===== src/rtl/keypad_scanner.sv =====
// keypad_scanner: scans a 4x4 active-low matrix keypad one column at a time,
// debounces press and release, and reports each accepted press as a one-cycle
// key_valid pulse with the hex code of the key.
//
// Optional feature macro: KEYPAD_HISTORY_EN adds a two-digit key history
// (digit_new / digit_old) for the seven-segment display path.
//
// Parameters:
//   SCAN_DIV        clk cycles per scan tick (column dwell), >= 4
//   DEBOUNCE_TICKS  consecutive stable ticks to accept a press/release, >= 1
// Ports:
//   clk        system clock
//   reset      asynchronous active-high reset
//   row        keypad rows, active-low, asynchronous to clk
//   col        keypad columns, active-low, exactly one bit low
//   key        hex code of the last accepted key
//   key_valid  one-cycle pulse when a press is accepted
//   key_held   high from press acceptance until release acceptance
//   digit_new  most recent key (KEYPAD_HISTORY_EN only)
//   digit_old  previous key    (KEYPAD_HISTORY_EN only)
module keypad_scanner #(
  parameter int unsigned SCAN_DIV       = 256,
  parameter int unsigned DEBOUNCE_TICKS = 10
) (
  input  logic       clk,
  input  logic       reset,
  input  logic [3:0] row,
  output logic [3:0] col,
  output logic [3:0] key,
  output logic       key_valid,
  output logic       key_held
`ifdef KEYPAD_HISTORY_EN
  ,
  output logic [3:0] digit_new,
  output logic [3:0] digit_old
`endif
);

  localparam int unsigned PW = $clog2(SCAN_DIV);
  localparam int unsigned DW = $clog2(DEBOUNCE_TICKS + 1);

  typedef enum logic [1:0] {
    SCAN     = 2'd0,
    PRESS_DB = 2'd1,
    HELD     = 2'd2,
    REL_DB   = 2'd3
  } state_t;

  state_t        state;
  logic [3:0]    row_m;
  logic [3:0]    row_s;
  logic [PW-1:0] presc;
  logic          tick;
  logic [1:0]    col_idx;
  logic [1:0]    row_idx;
  logic [DW-1:0] dbc;
  logic          db_done;

  // Active-low one-hot column drive for a column index.
  function automatic logic [3:0] col_drive(input logic [1:0] idx);
    col_drive = ~(4'b0001 << idx);
  endfunction

  // Lowest-numbered low row; simultaneous presses resolve to the lowest row.
  function automatic logic [1:0] first_low(input logic [3:0] rs);
    if (!rs[0])      first_low = 2'd0;
    else if (!rs[1]) first_low = 2'd1;
    else if (!rs[2]) first_low = 2'd2;
    else             first_low = 2'd3;
  endfunction

  // Row-major key map: r0 1 2 3 A / r1 4 5 6 B / r2 7 8 9 C / r3 E 0 F D.
  function automatic logic [3:0] key_code(input logic [1:0] r, input logic [1:0] c);
    case ({r, c})
      4'h0: key_code = 4'h1;
      4'h1: key_code = 4'h2;
      4'h2: key_code = 4'h3;
      4'h3: key_code = 4'hA;
      4'h4: key_code = 4'h4;
      4'h5: key_code = 4'h5;
      4'h6: key_code = 4'h6;
      4'h7: key_code = 4'hB;
      4'h8: key_code = 4'h7;
      4'h9: key_code = 4'h8;
      4'hA: key_code = 4'h9;
      4'hB: key_code = 4'hC;
      4'hC: key_code = 4'hE;
      4'hD: key_code = 4'h0;
      4'hE: key_code = 4'hF;
      default: key_code = 4'hD;
    endcase
  endfunction

  assign tick    = (presc == PW'(SCAN_DIV - 1));
  assign db_done = (dbc == DW'(DEBOUNCE_TICKS - 1));

  // Synchronizer, prescaler and scan/debounce FSM with registered outputs.
  always_ff @(posedge clk or posedge reset) begin
    if (reset) begin
      row_m     <= 4'hF;
      row_s     <= 4'hF;
      presc     <= '0;
      state     <= SCAN;
      col_idx   <= 2'd0;
      col       <= 4'b1110;
      row_idx   <= 2'd0;
      dbc       <= '0;
      key       <= 4'h0;
      key_valid <= 1'b0;
      key_held  <= 1'b0;
`ifdef KEYPAD_HISTORY_EN
      digit_new <= 4'h0;
      digit_old <= 4'h0;
`endif
    end else begin
      row_m     <= row;
      row_s     <= row_m;
      key_valid <= 1'b0;
      presc     <= tick ? '0 : presc + PW'(1);

      if (tick) begin
        case (state)
          SCAN: begin
            if (row_s == 4'hF) begin
              col_idx <= col_idx + 2'd1;
              col     <= col_drive(col_idx + 2'd1);
            end else begin
              row_idx <= first_low(row_s);
              dbc     <= '0;
              state   <= PRESS_DB;
            end
          end
          PRESS_DB: begin
            if (!row_s[row_idx]) begin
              if (db_done) begin
                key       <= key_code(row_idx, col_idx);
                key_valid <= 1'b1;
                key_held  <= 1'b1;
`ifdef KEYPAD_HISTORY_EN
                digit_old <= digit_new;
                digit_new <= key_code(row_idx, col_idx);
`endif
                state     <= HELD;
              end else begin
                dbc <= dbc + DW'(1);
              end
            end else begin
              // Bounce: abandon this column and resume scanning after it.
              col_idx <= col_idx + 2'd1;
              col     <= col_drive(col_idx + 2'd1);
              state   <= SCAN;
            end
          end
          HELD: begin
            if (row_s[row_idx]) begin
              dbc   <= '0;
              state <= REL_DB;
            end
          end
          REL_DB: begin
            if (row_s[row_idx]) begin
              if (db_done) begin
                key_held <= 1'b0;
                col_idx  <= col_idx + 2'd1;
                col      <= col_drive(col_idx + 2'd1);
                state    <= SCAN;
              end else begin
                dbc <= dbc + DW'(1);
              end
            end else begin
              // Re-closure restarts the release count without a new press.
              dbc <= '0;
            end
          end
          default: state <= SCAN;
        endcase
      end
    end
  end

endmodule


===== config.mk =====
export PLATFORM = sky130hd
export DESIGN_NAME = keypad_scanner
export DESIGN_NICKNAME = d
export VERILOG_FILES = /design/src/rtl/keypad_scanner.sv
export SDC_FILE = /design/constraint.sdc
export NUM_CORES = 1
export LEC_CHECK = 0
export BUFFER_PORTS_ARGS = -buffer_cell sky130_fd_sc_hd__buf_2
export CORE_UTILIZATION = 30
export CTS_BUF_LIST = sky130_fd_sc_hd__clkbuf_4
export DETAILED_ROUTE_END_ITERATION = 12
export MAX_ROUTING_LAYER = met4
export PLACE_DENSITY = 0.43
export SLEW_MARGIN = 20
export SYNTH_ARGS = -nofsm -noshare
export SYNTH_HDL_FRONTEND = slang
export SYNTH_SLANG_ARGS = --single-unit

===== constraint.sdc =====
create_clock -name clk -period 2.2 [get_ports clk]
set_input_delay 0.22 -clock clk [delete_from_list [all_inputs] [get_ports clk]]
set_output_delay 0.22 -clock clk [all_outputs]
set_load 0.01 [all_outputs]

==> summary.txt, run 1 <==
TritonCTS buffer count: 5
Clk Latency, worst-skew pair: 0.34 ns
sequential-to-total area share from yosys stat: 49.39%
clk slew on worst S/H paths: 0.12 ns
drt wl/cell: 12.97 µm
CP Launch Type: flip-flop
post-CTS setup buffers: 0
GR Util met2: 18.47%
routability cong.: 0.8072
critical path class: reg2reg
power share of the clock group: 33.1%
Setup TNS Final: 0 ns
RSZ-0062 raised after global routing: no
Synth Net Count: 181
total of max-cap violations: 0
Yosys warning total: 0
area of the multi-input gates: 805.8 µm²
grt total ovfl: 0
largest net degree at the start of global routing: 37
Hold Fails Final Rpt: 0
top-area cell type share of the netlist area: 33.78%
gr usage total: 12.75%
internal power: 0.0008129 W
post-synthesis cell area: 0.001852 mm²
Combinational Power Share: 3.4%
Synth Register Bits: 36
layout cell share with drive strength beyond 1: 27.23%
# port buffers: 15
measured slew at the worst slew-check pin: 0.4465 ns
worst hold start: row_m[3]
TritonCTS clock tree: built
hpwl dp: 2512 µm
vias in the first global route: 1286
H-tree depth: 2
worst r2r dst: key[0]
post_cts resized: 0
ANT nets after route: 0
Worst VDD drop: 0.4229 mV
FMAX: 515.9 MHz
Inserted Diodes: 0
met3 GRT Util: 3.182%
CP required: 2.43 ns
Iter 0 DRT Violations: 76
Worst Setup SP: row_idx[1]
final cell count without fillers: 266
Reg area: 914.6 µm²
# IOs: 16
Nets: 205
Slew HR: 70.24%
Hold Path Depth: 0
Slew Viols, Final: 0
slowest CP cell: dfrtp_1
Sw Pwr: 0.0002579 W
Longest Clk Path Bufs: 2
post-place setup slack: 0.2898 ns
Final Setup Violations: 0
Leak: 0.9594 nW
Crit path largest cell delay: 0.54 ns
# DRC: 0
final core occ: 35.29%
largest cells by area after synthesis: dfrtp_1 (34%), dfstp_2 (16%), ha_1 (6.1%)
initial antenna violation count: 0
Top Usage Layer GRT: met2
Reg2Reg Setup Slack: 0.26 ns
clock sinks: 36
pwr dens: 512.5 mW/mm²
FF-to-FF Start: row_idx[1]
switching share of total power: 24.09%
Final Worst Setup Slack: 0.2616 ns
Crit. End Element: flip-flop
Die H: 80.57 µm
worst path arrival time: 2.17 ns
Max FO, Critical Path: 13
DIE AREA: 0.006491 mm²
Flop pwr share: 63.5%
final WL: 3451 µm
Worst Reg-to-Reg Cells: 4
post-route clock period utilization: 88.11%
placed insts: 253
Avg Inst Size Synth: 11.16 µm²
critical path cell sequence: mux4_2, inv_1, nand4_1, mux2_2
Worst Hold End: row_s[3]
Filler cells: 578
Die X-Extent: 80.57 µm
Core Region: 0.005921 mm²
DRT Pass-1 Iters: 4
Syn-to-layout area delta: 12.84%
vias: 1272
synth unique cells: 43
M1 GR Usage: 16.57%
Via density: 4.782
status: complete, no violations
Post-Syn Instances: 166
initial core utilization: 31.28%
hold slack: 0.3590 ns
standard-cell rows: 28
Synth area leader: dfrtp_1
hold crit path type: reg2reg
Final Critical Period: 1.938 ns
Worst Clk Skew: 0.008155 ns
first-pass GRT wire length: 6072 µm
CTS Root Cell: clkbuf_4
## cells by family after synthesis
logic type	synth area share, %
compound gates	10.88
xor+xnor	3.311
fa+ha+maj	6.081
buf+inv	7.094
flops	49.39
mux	10.47
simple gates	12.77
## area by class of cell
type / count / share of cell area [%]
flip-flops and latches: 36 / 43.77
well taps: 75 / 4.491
repair buffers: 25 / 7.784
clock inverters: 3 / 0.8982
clock buffers: 5 / 1.796
multi-input cells: 107 / 38.56
inverters: 15 / 2.695
## synthesized netlist by cell type, drive strengths merged
cell type and n:
a211o 1, a211oi 2, a21oi 3, a221oi 2, a31oi 4, and2 4, and3 2, and3b 1
and4 1, buf 5, clkbuf 3, dfrtp 25, dfstp 11, ha 9, inv 15, mux2 6
mux2i 10, mux4 1, nand2 9, nand2b 2, nand3 5, nand3b 1, nand4 7, nor2 6
nor3 3, nor3b 1, nor4 1, o2111ai 1, o211a 1, o211ai 1, o21ai 12, o22ai 2
o31ai 2, xnor2 5, xor2 2
## per-stage QoR
step | power, W | instance area [µm²]
after detailed placement | 0.0007231 | 1983
after global routing | 0.001132 | 2090
after global placement | 0.0007218 | 1983
after CTS | 0.001095 | 2090
final | 0.001071 | 2090
after floorplan | 0.0007119 | 1852
## routing by layer
layer | share of wire, % | vias up
met5 | 0 | -
met4 | 1.4 | 0
met3 | 3.0 | 5
met2 | 47 | 18
met1 | 49 | 613
li1 | - | 636
## power by group through the flow
stage	registers (W)	logic [W]	clock network, W
finish	0.000680	0.0000367	0.000354
global route	0.000681	0.0000423	0.000409
CTS	0.000680	0.0000380	0.000378
detailed placement	0.000692	0.0000314	0
global placement	0.000691	0.0000309	0
floorplan	0.000690	0.0000219	0
## layout by cell type (no fill, tap or decap), drive strengths merged
| cell | netlist | routed |
|---|---|---|
| and2 | 4 | 4 |
| a211o | 1 | 1 |
| xnor2 | 5 | 5 |
| mux4 | 1 | 1 |
| mux2 | 6 | 6 |
| nor2 | 6 | 6 |
| xor2 | 2 | 2 |
| o31ai | 2 | 2 |
| clkinv | 0 | 3 |
| dlygate4sd3 | 0 | 5 |
| nor3b | 1 | 1 |
| o211ai | 1 | 1 |
| nand2 | 9 | 9 |
| a211oi | 2 | 2 |
| nand2b | 2 | 2 |
| dfstp | 11 | 11 |
| clkbuf | 3 | 5 |
| nand3 | 5 | 5 |
| nor3 | 3 | 3 |
| dfrtp | 25 | 25 |
| nor4 | 1 | 1 |
| o211a | 1 | 1 |
| and3b | 1 | 1 |
| buf | 5 | 20 |
| o22ai | 2 | 2 |
| o2111ai | 1 | 1 |
| inv | 15 | 15 |
| and3 | 2 | 2 |
| a31oi | 4 | 4 |
| and4 | 1 | 1 |
| a221oi | 2 | 2 |
| mux2i | 10 | 10 |
| nand3b | 1 | 1 |
| ha | 9 | 9 |
| o21ai | 12 | 12 |
| a21oi | 3 | 3 |
| nand4 | 7 | 7 |
## flip-flops by register name, indices dropped and copies added (netlist names), named ones only
name       count
state          1
row_s          4
col            4
row_m          4
presc          8
key            4
dbc            4
row_idx        2
key_valid      1
key_held       1
col_idx        2
## worst max-delay path, delay by kind of cell, from the launching register on
| kind | cells | cell delay (ns) |
|---|---|---|
| DFF | 1 | 0.54 |
| and+or+nand+nor | 1 | 0.26 |
| muxes | 2 | 0.86 |
| buffers and inverters | 1 | 0.16 |
## worst max path at each step
stage,depth (start not counted),to,slack (ns)
detailed placement,4,key[0],0.29
finish,4,key[0],0.26
global placement,4,key[3],0.34
CTS,4,key[0],0.27
floorplan,6,dbc[0],0.35
global route,4,key[3],0.14
## timing repair
| action | in CTS | in global routing |
|---|---|---|
| hold buffers | 5 | 0 |
| hold endpoints to repair | 29 | 0 |
| setup endpoints to repair | 0 | 0 |
Power figures use the tool's default switching activity.
==> run 2: changes to the inputs <==
clock period = 1.9 ns   (was 2.2 ns; I/O delays follow)
==> run 2 against run 1 <==
Net effect: first-iteration DRC count fell by 9.2%; critical path depth did not move; hold slack got worse by 0.0017 ns; global-route usage rose by 0.83 points; largest cell class unchanged.
==> summary.txt, run 2 (synthesized netlist as in run 1, its figures left out) <==
status: complete, no violations
Longest Clk Path Bufs: 2 (unchanged)
M1 GR Usage: 17.37% (+0.80 points)
layout cell share with drive strength beyond 1: 30.30% (+3.1 points)
Inserted Diodes: 0 (unchanged)
drt wl/cell: 13.55 µm (+4.4%)
CTS Root Cell: clkbuf_4
Setup TNS Final: 0 ns (unchanged)
post-route clock period utilization: 93.61% (+5.5 points)
Crit. End Element: flip-flop
final WL: 3698 µm (+7.2%)
H-tree depth: 2 (unchanged)
slowest CP cell: mux4_2
Final Power: 0.001262 W (+18%)
TritonCTS buffer count: 5 (unchanged)
initial antenna violation count: 0 (unchanged)
clock sinks: 36 (unchanged)
# IOs: 16 (unchanged)
cell family with most CP delay: multiplexers
Slew Viols, Final: 0 (unchanged)
met3 GRT Util: 3.409% (+0.23 points)
initial core utilization: 31.28% (unchanged)
critical path class: reg2reg
Die X-Extent: 80.57 µm (unchanged)
ANT nets after route: 0 (unchanged)
gr usage total: 13.58% (+0.83 points)
Clk Latency, worst-skew pair: 0.35 ns (about the same)
worst path arrival time: 2.01 ns (-0.16 ns)
fin area: 0.002150 mm² (+2.9%)
Final Setup Violations: 0 (unchanged)
critical path cell sequence: mux4_2, mux2i_2, a221oi_2, mux2i_1
Worst Clk Skew: 0.01733 ns (+0.009178 ns)
Largest register FFs: 8 (unchanged)
Final Critical Period: 1.779 ns (-0.1598 ns)
total of max-cap violations: 0 (unchanged)
CP bufs+invs: 0 (-1)
routability cong.: 0.8058 (-0.17%)
most frequent cells in the layout: dfrtp_1 (25), inv_1 (15), buf_2 (15)
vias: 1322 (+3.9%)
measured slew at the worst slew-check pin: 0.4375 ns (-0.008958 ns)
Leak: 0.9993 nW (+4.2%)
Via density: 4.842 (+1.3%)
hpwl dp: 2748 µm (+9.4%)
Max FO, Critical Path: 6 (-7)
grt total ovfl: 0 (unchanged)
FMAX: 562.2 MHz (+9.0%)
Core Region: 0.005921 mm² (unchanged)
standard-cell rows: 28 (unchanged)
Area after DPL: 0.002036 mm² (+2.6%)
Nets: 212 (+3.4%)
Syn-to-layout area delta: 16.08%
Hold Fails Final Rpt: 0 (unchanged)
Crit path largest cell delay: 0.59 ns (+0.05 ns)
RSZ-0062 raised after global routing: no
# port buffers: 15 (unchanged)
DIE AREA: 0.006491 mm² (unchanged)
CP required: 2.13 ns (-0.30 ns)
Largest Register: presc
first-pass GRT wire length: 6389 µm (+5.2%)
commonest non-fill, non-tap cell in the layout: dfrtp_1
TritonCTS clock tree: built
final core occ: 36.31% (+1.0 points)
clk slew on worst S/H paths: 0.12 ns (about the same)
Die H: 80.57 µm (unchanged)
CP Launch Type: flip-flop
Iter 0 DRT Violations: 69 (-9.2%)
Top Usage Layer GRT: met2
largest net degree at the start of global routing: 37 (unchanged)
post-CTS setup buffers: 0 (unchanged)
# DRC: 0 (unchanged)
pwr dens: 587.0 mW/mm² (+15%)
GR Util met2: 20.17% (+1.7 points)
Slew HR: 70.83% (+0.60 points)
vias in the first global route: 1362 (+5.9%)
DRT Pass-1 Iters: 4 (unchanged)
Worst VDD drop: 0.3814 mV (-9.8%)
hold crit path type: reg2reg
## run 2: what timing repair did
item | 4_1_cts | 5_1_grt
hold buffers | 5 | 0
gates resized for setup | 0 | 1
setup endpoints to repair | 0 | 2
hold endpoints to repair | 29 | 0
## run 2: area by class of cell
cell class / instances / area [µm²]
Clock buffer: 7 / 52.55
Fill cell: 600 / 3771
Clock inverter: 1 / 5.005
Multi-Input combinational cell: 107 / 812.0
Tap cell: 75 / 93.84
Timing Repair Buffer: 32 / 215.2
Sequential cell: 36 / 914.6
Inverter: 15 / 56.30
## run 2: where the power goes
| group | total, W | leakage [nW] | switching, W | internal, W |
|---|---|---|---|---|
| registers | 0.000786 | 0.450 | 0.00000444 | 0.000782 |
| logic | 0.0000474 | 0.513 | 0.0000271 | 0.0000204 |
| clock network | 0.000428 | 0.0361 | 0.000255 | 0.000173 |
| total | 0.00126 | 0.999 | 0.000287 | 0.000975 |
## run 2: per-stage QoR
stage / setup WS, ns / hold slack [ns] / std cells
floorplan: 0.04992 / 0.1945 / 166
global placement: 0.1347 / 0.2972 / 260
detailed placement: 0.07673 / 0.2979 / 260
CTS: 0.002595 / 0.3558 / 273
global route: 0.01790 / 0.3646 / 273
finish: 0.1213 / 0.3573 / 273
## run 2: path summary, 6_finish.rpt
kind                             from        to  slack (ns)  cells past startpoint
max                        row_idx[0]    dbc[0]        0.12                      4
min                          row_m[2]  row_s[2]        0.36                      0
max reg2reg                row_idx[0]    dbc[0]        0.12                      4
min reg2reg                  row_m[2]  row_s[2]        0.36                      0
max in group asynchronous       reset  row_m[0]        1.08                      4
min in group asynchronous       reset  presc[7]        0.47                      4
## run 2: metal layers
layer | vias to the layer above | routed length (µm)
met3 | 5 | 144
met4 | 0 | 48
met1 | 640 | 1732
li1 | 648 | -
met2 | 29 | 1772
met5 | - | 0
==> run 3: changes to the inputs <==
MAX_ROUTING_LAYER = default   (was met4)
==> run 3 against run 2 <==
Net effect: core utilization unchanged; cell count unchanged; register-to-register slack about the same; die area unchanged; combinational power about the same; total power up 0.17%; maximum frequency up 0.20%; hold slack about the same; clock skew up 0.0013 ns; sequential share of layout area unchanged; critical path depth unchanged; flip-flop and latch count unchanged; highest routed layer unchanged.
==> summary.txt, run 3 (synthesized netlist as in run 1, its figures left out) <==
RSZ-0062 raised after global routing: no
vias in the first global route: 1359 (-0.22%)
pwr dens: 588.0 mW/mm² (+0.17%)
clock sinks: 36 (unchanged)
Clk Latency, worst-skew pair: 0.35 ns (about the same)
Syn-to-layout area delta: 16.08% (unchanged)
Slew Viols, Final: 0 (unchanged)
Max FO, Critical Path: 6 (unchanged)
Nets: 212 (unchanged)
TritonCTS buffer count: 5 (unchanged)
worst path arrival time: 2.01 ns (about the same)
FF-to-FF Start: row_idx[0]
Longest Clk Path Bufs: 2 (unchanged)
power share of the clock group: 34.0% (about the same)
# port buffers: 15 (unchanged)
drt wl/cell: 13.55 µm (about the same)
post-place setup slack: 0.07673 ns (unchanged)
Combinational Power Share: 3.7% (about the same)
Core Region: 0.005921 mm² (unchanged)
worst r2r dst: dbc[0]
CP Launch Type: flip-flop
Worst Setup SP: row_idx[0]
Setup TNS Final: 0 ns (unchanged)
critical path class: reg2reg
post-route clock period utilization: 93.42% (-0.19 points)
Largest Register: presc
vias: 1320 (-0.15%)
status: complete, no violations
Via density: 4.835 (-0.15%)
Worst VDD drop: 0.3817 mV (about the same)
most frequent cells in the layout: dfrtp_1 (25), inv_1 (15), buf_2 (15)
clk slew on worst S/H paths: 0.12 ns (about the same)
CP required: 2.13 ns (about the same)
Reg2Reg Setup Slack: 0.12 ns (about the same)
Leak: 0.9993 nW (unchanged)
hpwl dp: 2748 µm (unchanged)
measured slew at the worst slew-check pin: 0.4375 ns (+0.00004363 ns)
Die H: 80.57 µm (unchanged)
final core occ: 36.31% (unchanged)
Iter 0 DRT Violations: 71 (+2.9%)
Worst Clk Skew: 0.01865 ns (+0.001322 ns)
first-pass GRT wire length: 6396 µm (+0.11%)
largest net degree at the start of global routing: 37 (unchanged)
DIE AREA: 0.006491 mm² (unchanged)
CP Capture Point: dbc[0]
total of max-cap violations: 0 (unchanged)
initial core utilization: 31.28% (unchanged)
# DRC: 0 (unchanged)
final WL: 3700 µm (about the same)
initial antenna violation count: 0 (unchanged)
Sw Pwr: 0.0002888 W (+0.75%)
Flop pwr share: 62.2% (about the same)
standard-cell rows: 28 (unchanged)
routability cong.: 0.7945 (-1.4%)
hold crit path type: reg2reg
DRT Pass-1 Iters: 4 (unchanged)
Largest register FFs: 8 (unchanged)
gr usage total: 13.22% (-0.36 points)
TritonCTS clock tree: built
post-CTS setup buffers: 0 (unchanged)
Inserted Diodes: 0 (unchanged)
Final Worst Setup Slack: 0.1249 ns (+0.003630 ns)
grt total ovfl: 0 (unchanged)
CTS Root Cell: clkbuf_4
switching share of total power: 22.85% (+0.13 points)
layout cell share with drive strength beyond 1: 30.30% (unchanged)
Final Setup Violations: 0 (unchanged)
Final Critical Period: 1.775 ns (-0.003630 ns)
H-tree depth: 2 (unchanged)
commonest non-fill, non-tap cell in the layout: dfrtp_1
internal power: 0.0009751 W (about the same)
# IOs: 16 (unchanged)
Die X-Extent: 80.57 µm (unchanged)
Hold Fails Final Rpt: 0 (unchanged)
ANT nets after route: 0 (unchanged)
Worst Reg-to-Reg Cells: 4 (unchanged)
Final Power: 0.001264 W (+0.17%)
Crit. End Element: flip-flop
Filler cells: 600 (unchanged)
Slew HR: 70.83% (about the same)
FMAX: 563.4 MHz (+0.20%)
[run 3: cell counts in the layout (fill, tap and decap cells not counted)]
Identical to the previous run, type by type.
[run 3: what timing repair did]
action	in CTS	in global routing
endpoints found under the hold margin	29	0
setup endpoints to repair	0	2
gates resized for setup	0	1
hold buffers	5	0
[run 3: worst max-delay path: stages (launching register included)]
cell      delay [ns]
dfrtp_1         0.38
mux4_2          0.59
mux2i_2         0.21
a221oi_2        0.36
mux2i_1         0.13
[run 3: layout make-up]
type | instances | area (µm²) | area share, %
clock buffers | 7 | 52.55 | 2.445
flip-flops and latches | 36 | 914.6 | 42.55
inverters | 15 | 56.30 | 2.619
clock inverters | 1 | 5.005 | 0.2328
multi-input cells | 107 | 812.0 | 37.78
well taps | 75 | 93.84 | 4.366
repair buffers | 32 | 215.2 | 10.01
[run 3: metrics by stage]
step	cell area [µm²]	cells	hold slack, ns
detailed placement	2036	260	0.2979
global placement	2036	260	0.2972
finish	2150	273	0.3577
floorplan	1852	166	0.1945
CTS	2143	273	0.3558
global route	2150	273	0.3646
[run 3: power by group through the flow]
stage	clock network, W	registers [W]	logic, W
2_1_floorplan	0	0.000799	0.0000253
3_3_place_gp	0	0.000800	0.0000398
3_5_place_dp	0	0.000800	0.0000410
4_1_cts	0.000450	0.000787	0.0000487
5_1_grt	0.000478	0.000788	0.0000543
6_report	0.000430	0.000786	0.0000473
[run 3: how the worst min path moves through the flow]
stage	start	endpoint	slack [ns]	cells after the start
detailed placement	row[1]	row_m[1]	0.30	1
global placement	row[1]	row_m[1]	0.30	1
floorplan	row[0]	row_m[0]	0.19	0
CTS	row_m[2]	row_s[2]	0.36	0
global route	row_m[2]	row_s[2]	0.36	0
finish	row_m[2]	row_s[2]	0.36	0
[run 3: metal layers]
layer / up-vias / GRT usage [%] / part of all wire [%]
met5: - / 0 / 0
li1: 647 / - / -
met1: 635 / 17.37 / 47
met2: 33 / 20.17 / 48
met3: 5 / 3.409 / 3.8
met4: 0 / 6.071 / 1.4
